File: config.mk
export PLATFORM = sky130hd
export DESIGN_NAME = sobel_line_window_reader
export DESIGN_NICKNAME = d
export VERILOG_FILES = /design/src/rtl/sobel_line_window_reader.sv
export SDC_FILE = /design/constraint.sdc
export NUM_CORES = 1
export LEC_CHECK = 0
export CAP_MARGIN = 20
export CORE_UTILIZATION = 59
export CTS_BUF_LIST = sky130_fd_sc_hd__clkbuf_4 sky130_fd_sc_hd__clkbuf_8 sky130_fd_sc_hd__clkbuf_16
export CTS_CLUSTER_SIZE = 12
export DETAILED_ROUTE_END_ITERATION = 10
export GPL_ROUTABILITY_DRIVEN = 0
export PLACE_DENSITY = 0.76
export SLEW_MARGIN = 10
export SYNTH_ARGS = -nofsm -noshare
export SYNTH_HDL_FRONTEND = slang
export SYNTH_SLANG_ARGS = --single-unit
File: constraint.sdc
create_clock -name clk -period 4.6 [get_ports clk]
set_input_delay 0.46 -clock clk [delete_from_list [all_inputs] [get_ports clk]]
set_output_delay 0.46 -clock clk [all_outputs]
set_load 0.01 [all_outputs]
File: src/rtl/sobel_line_window_reader.sv
// Four rotating line buffers feeding 3-pixel vertical columns to the Sobel kernel.
// The write side fills the newest line while the read side consumes the oldest three.
module sobel_line_window_reader #(
  parameter int DATA_W    = 8,
  parameter int IMG_WIDTH = 10,
  parameter int COL_W     = 4
) (
  input  logic              clk,
  input  logic              rst,
  input  logic              we_i,
  input  logic [DATA_W-1:0] data_i,
  input  logic              rd_en_i,
  output logic [DATA_W-1:0] top_o,
  output logic [DATA_W-1:0] mid_o,
  output logic [DATA_W-1:0] bot_o,
  output logic              valid_o,
  output logic              window_ready_o,
  output logic              line_done_o,
  output logic              row_done_o,
  output logic              overflow_o
);

  typedef struct packed {
    logic [DATA_W-1:0] top;
    logic [DATA_W-1:0] mid;
    logic [DATA_W-1:0] bot;
  } col_t;

  localparam logic [COL_W-1:0] LAST_COL = COL_W'(IMG_WIDTH - 1);

  logic [DATA_W-1:0] mem [4][IMG_WIDTH];

  logic [COL_W-1:0] w_col, r_col;
  logic [1:0]       w_sel, r_sel;
  logic [2:0]       filled;
  col_t             col_q;

  logic wr_acc, wr_last, rd_acc, rd_last;

  assign wr_acc  = we_i && (filled < 3'd4);
  assign wr_last = wr_acc && (w_col == LAST_COL);
  assign rd_acc  = rd_en_i && (filled >= 3'd3);
  assign rd_last = rd_acc && (r_col == LAST_COL);

  // RAM contents survive reset; only pointers and flags clear.
  always_ff @(posedge clk) begin
    if (wr_acc) mem[w_sel][w_col] <= data_i;
  end

  always_ff @(posedge clk) begin
    if (!rst) begin
      w_col          <= '0;
      w_sel          <= '0;
      r_col          <= '0;
      r_sel          <= '0;
      filled         <= '0;
      col_q          <= '0;
      valid_o        <= 1'b0;
      window_ready_o <= 1'b0;
      line_done_o    <= 1'b0;
      row_done_o     <= 1'b0;
      overflow_o     <= 1'b0;
    end else begin
      if (wr_acc) begin
        w_col <= wr_last ? '0 : w_col + 1'b1;
        if (wr_last) w_sel <= w_sel + 2'd1;
      end
      if (rd_acc) begin
        r_col     <= rd_last ? '0 : r_col + 1'b1;
        if (rd_last) r_sel <= r_sel + 2'd1;
        // 2-bit selects wrap modulo 4 on their own
        col_q.top <= mem[r_sel][r_col];
        col_q.mid <= mem[r_sel + 2'd1][r_col];
        col_q.bot <= mem[r_sel + 2'd2][r_col];
      end
      // Simultaneous line completion on both sides leaves occupancy unchanged.
      case ({wr_last, rd_last})
        2'b10:   filled <= filled + 3'd1;
        2'b01:   filled <= filled - 3'd1;
        default: filled <= filled;
      endcase
      valid_o        <= rd_acc;
      row_done_o     <= rd_last;
      line_done_o    <= wr_last;
      window_ready_o <= (filled >= 3'd3);
      if (we_i && (filled == 3'd4)) overflow_o <= 1'b1;
    end
  end

  assign top_o = col_q.top;
  assign mid_o = col_q.mid;
  assign bot_o = col_q.bot;

endmodule

### Word-level counts from Yosys, hierarchy flattened

Memory sizes are Yosys's and may differ from the RTL's. A register that Yosys moved wholly into a read port is not among the register bits.
Cells that the tools add are included.

* add/sub/neg operators: 7
* order comparisons: 5
* eq/ne operators: 5
* multiplexer cells: 18
* bitwise logic cells: 2
* reductions and logical operators: 9

Operators with widths (number)
* $bmux 8 s4: 3
* $mux 80: 1
* $mux 8: 7
* $demux 8 s4: 1
* $ge 5x5->1 const B: 2
* $not 4->5: 2
* $add 4x1->4 const B: 2
* $eq 4x4->1 const B: 2
* $mux 4: 2
* $logic_and 1x1->1: 6
* $pmux 3 s2: 1
* $lt 5x1->1 const B: 1
* $add 2x1->2 const B: 2
* $mux 2: 2
* $reduce_and 2->1: 2
* $add 3x1->3 const B: 1
* $eq 3x3->1 const B: 1
* $ge 3x2->1 const B: 1
* $lt 3x3->1 const B: 1
* $sub 3x1->3 const B: 1
* $add 2x2->2 const B: 1
* $eq 2x1->1 const B: 1
* $eq 2x2->1 const B: 1
* $reduce_bool 2->1: 1
* $mux 1: 1

* flip-flop bits (word level): 44
* memory bits (writable): 320
* input bits: 12
* logic and storage cells: 60
* memories: 1

Memory list
* mem: words 4, width 80, read ports 3, clocked after Yosys merged registers in 1, write ports 1, line 31 `logic [DATA_W-1:0] mem [4][IMG_WIDTH];`

### Depth between registers and ports, before layout

* depth in word-level cells: 6
* depth in mapped cells: 13
* gate-level depth less buffers: 10

### Worst setup path before layout

Ideal clock, no wire load.

* path kind: reg2reg
* start: register r_col[1]
* end: register filled[2]
* arrival: 2.802 ns
* data required time: 4.524 ns
* setup slack: 1.723 ns
* cell stages (with the launch flop): 14
* buffers on the path: 3
* cells stage by stage: dfxtp_1 inv_2 buf_2 buf_2 clkbuf_1 ha_1 nand3_1 nor2_1 ha_1 inv_1 fa_1 xor2_1 or3_1 a21boi_0

* cells in the longest elaborated chain, start to end: 4
* elaborated cells on any way between the ends: 6

RTL lines
* start: declaration: line 33 `logic [COL_W-1:0] w_col, r_col;`
* start signal: assignment: line 69 `r_col <= rd_last ? '0 : r_col + 1'b1;`
* $eq 4x4->1 *: line 43 `assign rd_last = rd_acc && (r_col == LAST_COL);`
* $logic_and 1x1->1 *: line 43
* named net rd_last: line 38 `logic wr_acc, wr_last, rd_acc, rd_last;`
* $eq 2x1->1 / $eq 2x2->1 (equally long branches): line 77 `case ({wr_last, rd_last})`
* $pmux 3 s2 / $reduce_bool 2->1 (equally long branches)
* end signal: assignment: line 78 `2'b10: filled <= filled + 3'd1;`
* end signal: assignment: line 79 `2'b01: filled <= filled - 3'd1;`
* end signal: assignment: line 80 `default: filled <= filled;`
* end: declaration: line 35 `logic [2:0] filled;`

Mark *: on every way through the listed nets, which the timed path passes. The rest lies on a longest branch.
A chain may end at the register's enable or synchronous reset.

### Worst setup path after layout

* start: register r_col[0]
* end: register filled[2]

The elaborated chain is that of the path after synthesis.

==> results_tabular.tex <==
\begin{tabular}{lr}
\hline
Metric & Value \\
\hline
\multicolumn{2}{l}{\textbf{Flow run}} \\
\quad Number of maximum-capacitance violations & 0 \\
\multicolumn{2}{l}{\textbf{CTS}} \\
\quad Number of buffers added by the clock tree synthesis step & 39 \\
\quad Cell at the root of the clock tree & sky130\_fd\_sc\_hd\_\_clkbuf\_16 \\
\quad Number of clock sinks & 366 \\
\quad Worst-Skew Late Latency & 0.53 ns \\
\quad Buffers from clock root to sink, at most & 3 \\
\quad TritonCTS clock tree & built \\
\quad Hold\_buf cts & 0 \\
\quad Clock Pin Slew Worst Setup and Hold Paths & 0.06 ns \\
\quad PostCTS Resize Cnt & 0 \\
\quad H-tree depth & 2 \\
\quad Number of post-CTS setup repair buffers & 0 \\
\multicolumn{2}{l}{\textbf{Worst setup path}} \\
\quad Crit path capture type & flop \\
\quad Critical path fanouts, max & 49 \\
\quad Slowest Stage Delay on Critical Path & 0.92 ns \\
\quad Cell count of the worst reg-to-reg path & 9 \\
\quad Launch point of the critical path & r\_col[0]\$\_SDFFE\_PN0P\_ \\
\quad Nature of the critical path startpoint & flop \\
\quad Worst R2R Start & r\_col[0]\$\_SDFFE\_PN0P\_ \\
\quad Library cell contributing the largest single delay on the critical path & sky130\_fd\_sc\_hd\_\_dfxtp\_4 \\
\quad Critical path endpoint & filled[2]\$\_SDFFE\_PN0P\_ \\
\quad Cell chain of the critical path & ha\_1 > nand3\_1 > nor2\_1 > ha\_1 > inv\_1 > fa\_1 > xor2\_1 > or3\_1 > a21boi\_0 \\
\quad Arrival time of data at the critical path endpoint & 3.54 ns \\
\quad Worst reg2reg setup slack & 1.51 ns \\
\quad End of the worst register-to-register path & filled[2]\$\_SDFFE\_PN0P\_ \\
\quad Required time of the critical path & 5.06 ns \\
\quad Worst Setup Path Type & reg -> reg \\
\quad Most prevalent standard cell on the critical path & sky130\_fd\_sc\_hd\_\_ha\_1 \\
\multicolumn{2}{l}{\textbf{Floorplanning}} \\
\quad Die span in x & 183.5 µm \\
\quad Die height & 183.5 µm \\
\quad Placeable core region & 32450 µm² \\
\quad Initial core utilization & 59.88\% \\
\quad Die outline area & 33670 µm² \\
\quad I/O pins & 41 \\
\quad Number of rows created at floorplan & 66 \\
\multicolumn{2}{l}{\textbf{Layout}} \\
\quad Number of antenna diodes & 0 \\
\quad P\&R area growth vs syn & 9.439\% \\
\quad Fraction of final layout cells sized beyond drive strength 1 & 26.21\% \\
\quad Final non-filler cell total & 1663 \\
\quad Nets@finish & 1219 \\
\multicolumn{2}{l}{\textbf{Synthesis}} \\
\quad Cell taking the most area after synthesis & sky130\_fd\_sc\_hd\_\_edfxtp\_1 \\
\quad Post-Syn Instances & 1183 \\
\quad Number of flops mapped to enable cells by yosys & 320 \\
\quad Distinct cell type count of the synthesized netlist & 57 \\
\quad Yosys top cell area share & 49.45\% \\
\quad Net Count, Synth & 1207 \\
\quad Top area cells in the synthesized netlist & sky130\_fd\_sc\_hd\_\_edfxtp\_1 49\%, sky130\_fd\_sc\_hd\_\_mux4\_2 24\%, sky130\_fd\_sc\_hd\_\_dfxtp\_1 4.7\% \\
\quad Sequential fraction of the synthesis area & 54.19\% \\
\quad Async S/R FF share, synth & 0\% \\
\quad Post-Syn Area per Cell & 16.43 µm² \\
\quad Synth Register Bits & 366 \\
\quad Most instantiated flip-flop cell in the synthesis netlist & sky130\_fd\_sc\_hd\_\_edfxtp\_1 \\
\quad Warnings from Yosys & 0 \\
\quad Area of the mapped netlist & 19430 µm² \\
\multicolumn{2}{l}{\textbf{STA}} \\
\quad Headroom to the max-slew limit & 34.14\% \\
\quad Setup TNS & 0 ns \\
\quad Worst slew pin tran & 0.9879 ns \\
\quad Achievable Freq & 323.9 MHz \\
\quad Number of max-slew violations in the final report & 0 \\
\quad Fin crit period & 3.087 ns \\
\quad Setup violations, final & 0 \\
\quad Setup repair after global routing missed its margin & false \\
\quad Crit share post-route & 67.11\% \\
\quad Endpoints failing hold & 0 \\
\quad Final worst clock skew & 0.03109 ns \\
\multicolumn{2}{l}{\textbf{Worst hold path}} \\
\quad Worst min path class & reg -> reg \\
\quad Critical hold path startpoint & overflow\_o\$\_SDFFE\_PN0P\_ \\
\multicolumn{2}{l}{\textbf{Detailed routing}} \\
\quad Number of nets with antenna violations after detailed routing & 0 \\
\quad Total routed wirelength & 55810 µm \\
\quad Initial DRC Count & 2226 \\
\quad Met3 wire len & 7552 µm \\
\quad Detail-routed via count per cell & 7.733 \\
\quad Uppermost metal layer occupied by signal nets & met4 \\
\quad Number of detailed-routing iterations run before antenna repair & 5 \\
\quad Total vias in the final route & 12860 \\
\quad Length of routed met2 wiring & 24820 µm \\
\quad Post-route DRC & 0 \\
\quad Per-cell routed wire length & 33.56 µm \\
\quad Met1 WL & 20770 µm \\
\multicolumn{2}{l}{\textbf{Global routing}} \\
\quad Total congestion overflow after global routing & 0 \\
\quad First-pass GRT wire length & 82530 µm \\
\quad Number of global-route vias before repair & 12200 \\
\quad Initial antenna violation count & 1 \\
\quad Largest net degree at the start of global routing & 64 \\
\quad Global-route usage over all layers & 34.07\% \\
\multicolumn{2}{l}{\textbf{Placed design}} \\
\quad Detailed Place HPWL & 37740 µm \\
\quad Cell count after placement & 1595 \\
\quad Port Buffer Count & 40 \\
\multicolumn{2}{l}{\textbf{Pwr}} \\
\quad Power Density & 322.3 nW/µm² \\
\quad Leak pwr & 0.006663 µW \\
\quad Worst supply voltage drop on vdd & 0.0003087 V \\
\multicolumn{2}{l}{\textbf{Run status}} \\
\quad Outcome & complete, no violations \\
\hline
\end{tabular}
## placed cells by master, fill, tap and decap left out, types with 5 or more instances in the layout
| cell | count |
|---|---|
| sky130_fd_sc_hd__and3_1 | 38 |
| sky130_fd_sc_hd__nand3_1 | 14 |
| sky130_fd_sc_hd__dfxtp_1 | 40 |
| sky130_fd_sc_hd__a221oi_1 | 20 |
| sky130_fd_sc_hd__a211oi_1 | 6 |
| sky130_fd_sc_hd__clkbuf_16 | 40 |
| sky130_fd_sc_hd__a22o_1 | 9 |
| sky130_fd_sc_hd__o21ai_0 | 24 |
| sky130_fd_sc_hd__nor2b_1 | 6 |
| sky130_fd_sc_hd__nor2_1 | 50 |
| sky130_fd_sc_hd__mux2_2 | 5 |
| sky130_fd_sc_hd__o21a_1 | 5 |
| sky130_fd_sc_hd__o22ai_1 | 21 |
| sky130_fd_sc_hd__dfxtp_4 | 5 |
| sky130_fd_sc_hd__mux2_1 | 11 |
| sky130_fd_sc_hd__mux4_2 | 208 |
| sky130_fd_sc_hd__edfxtp_1 | 320 |
| sky130_fd_sc_hd__nand2_1 | 71 |
| sky130_fd_sc_hd__mux2i_1 | 51 |
| sky130_fd_sc_hd__a21oi_1 | 28 |
| sky130_fd_sc_hd__a31oi_1 | 11 |
| sky130_fd_sc_hd__inv_1 | 10 |
| sky130_fd_sc_hd__ha_1 | 11 |
| sky130_fd_sc_hd__clkdlybuf4s50_1 | 36 |
| sky130_fd_sc_hd__nor3_1 | 16 |
| sky130_fd_sc_hd__o21ai_1 | 7 |
| sky130_fd_sc_hd__mux4_1 | 15 |
| sky130_fd_sc_hd__buf_4 | 23 |
| sky130_fd_sc_hd__and2_1 | 21 |
| sky130_fd_sc_hd__clkbuf_4 | 18 |
## per-layer routing
metal,up-vias,GRT usage [%]
li1,4997,-
met1,6481,49.29
met2,1191,49.83
met3,191,8.459
met4,0,14.30
met5,-,0
## flip-flops by register name, summed over array words and instances, names as in the netlist, named ones only
register        flops
valid_o             1
overflow_o          1
r_sel               2
w_col               4
row_done_o          1
window_ready_o      1
top_o               8
line_done_o         1
w_sel               2
bot_o               8
mid_o               8
filled              3
r_col               4
mem               320
## cell type report
class | count | area (µm²)
Multi-Input combinational cell | 710 | 8263
Inverter | 13 | 48.80
Clock inverter | 7 | 95.09
Timing Repair Buffer | 65 | 593.1
Tap cell | 442 | 553.0
Sequential cell | 366 | 10550
Clock buffer | 60 | 1164
Fill cell | 2182 | 11190
## critical path, delay by kind of cell (launching register included)
kind | cells | cell delay [ns]
AOI/OAI and AO/OA | 1 | 0.16
DFF | 1 | 0.92
adders and majority gates | 3 | 0.95
buffers and inverters | 1 | 0.06
and+or+nand+nor | 3 | 0.76
xor gates and xnor gates | 1 | 0.16
## logic make-up (layout without fill, tap and decap cells)
group                      Yosys count  count (layout)  synth area share, %
AOI/OAI and AO/OA                  161             161                5.634
xor gates and xnor gates             7               7               0.3155
adders and majority gates           12              12               0.8113
buffers and inverters              107             145                3.316
DFF                                366             366                54.19
muxes                              290             290                29.69
and+or+nand+nor                    240             240                6.046
## per-stage QoR
step	cell area [µm²]	utilization, %	total power [µW]	worst slack, ns	hold WS, ns
4_1_cts	21260	65.51	6867	1.514	0.4701
3_5_place_dp	20000	61.63	3824	1.545	0.4557
3_3_place_gp	20000	61.63	3822	1.585	0.4459
6_report	21270	65.53	6853	1.513	0.4661
5_1_grt	21270	65.53	7014	1.264	0.4809
2_1_floorplan	19430	-	3736	1.723	0.4679
## worst min path at each step
stage | end | depth (start not counted) | slack (ns)
after floorplan | w_sel[1]$_SDFFE_PN0P_ | 2 | 0.47
after global placement | overflow_o$_SDFFE_PN0P_ | 1 | 0.45
after detailed placement | overflow_o$_SDFFE_PN0P_ | 1 | 0.46
after CTS | overflow_o$_SDFFE_PN0P_ | 1 | 0.47
after global routing | overflow_o$_SDFFE_PN0P_ | 1 | 0.48
final | overflow_o$_SDFFE_PN0P_ | 1 | 0.47
## synthesized netlist by cell type, types with 15 or more instances
| master | number |
|---|---|
| sky130_fd_sc_hd__o22ai_1 | 21 |
| sky130_fd_sc_hd__nand2_1 | 71 |
| sky130_fd_sc_hd__o21ai_0 | 24 |
| sky130_fd_sc_hd__nor3_1 | 17 |
| sky130_fd_sc_hd__and2_1 | 21 |
| sky130_fd_sc_hd__mux4_2 | 208 |
| sky130_fd_sc_hd__buf_4 | 15 |
| sky130_fd_sc_hd__mux4_1 | 15 |
| sky130_fd_sc_hd__dfxtp_1 | 46 |
| sky130_fd_sc_hd__a221oi_1 | 20 |
| sky130_fd_sc_hd__and3_1 | 38 |
| sky130_fd_sc_hd__clkbuf_1 | 25 |
| sky130_fd_sc_hd__mux2i_1 | 51 |
| sky130_fd_sc_hd__buf_2 | 31 |
| sky130_fd_sc_hd__edfxtp_1 | 320 |
| sky130_fd_sc_hd__nor2_1 | 50 |
| sky130_fd_sc_hd__a21oi_1 | 28 |
## where the power goes
group / total [µW] / switching (µW) / leakage, µW / internal, µW
Sequential: 3630 / 13.8 / 0.00326 / 3620
Clock: 3100 / 1240 / 0.000637 / 1860
Combinational: 126 / 92.6 / 0.00277 / 33.8
Power figures use the tool's default switching activity.
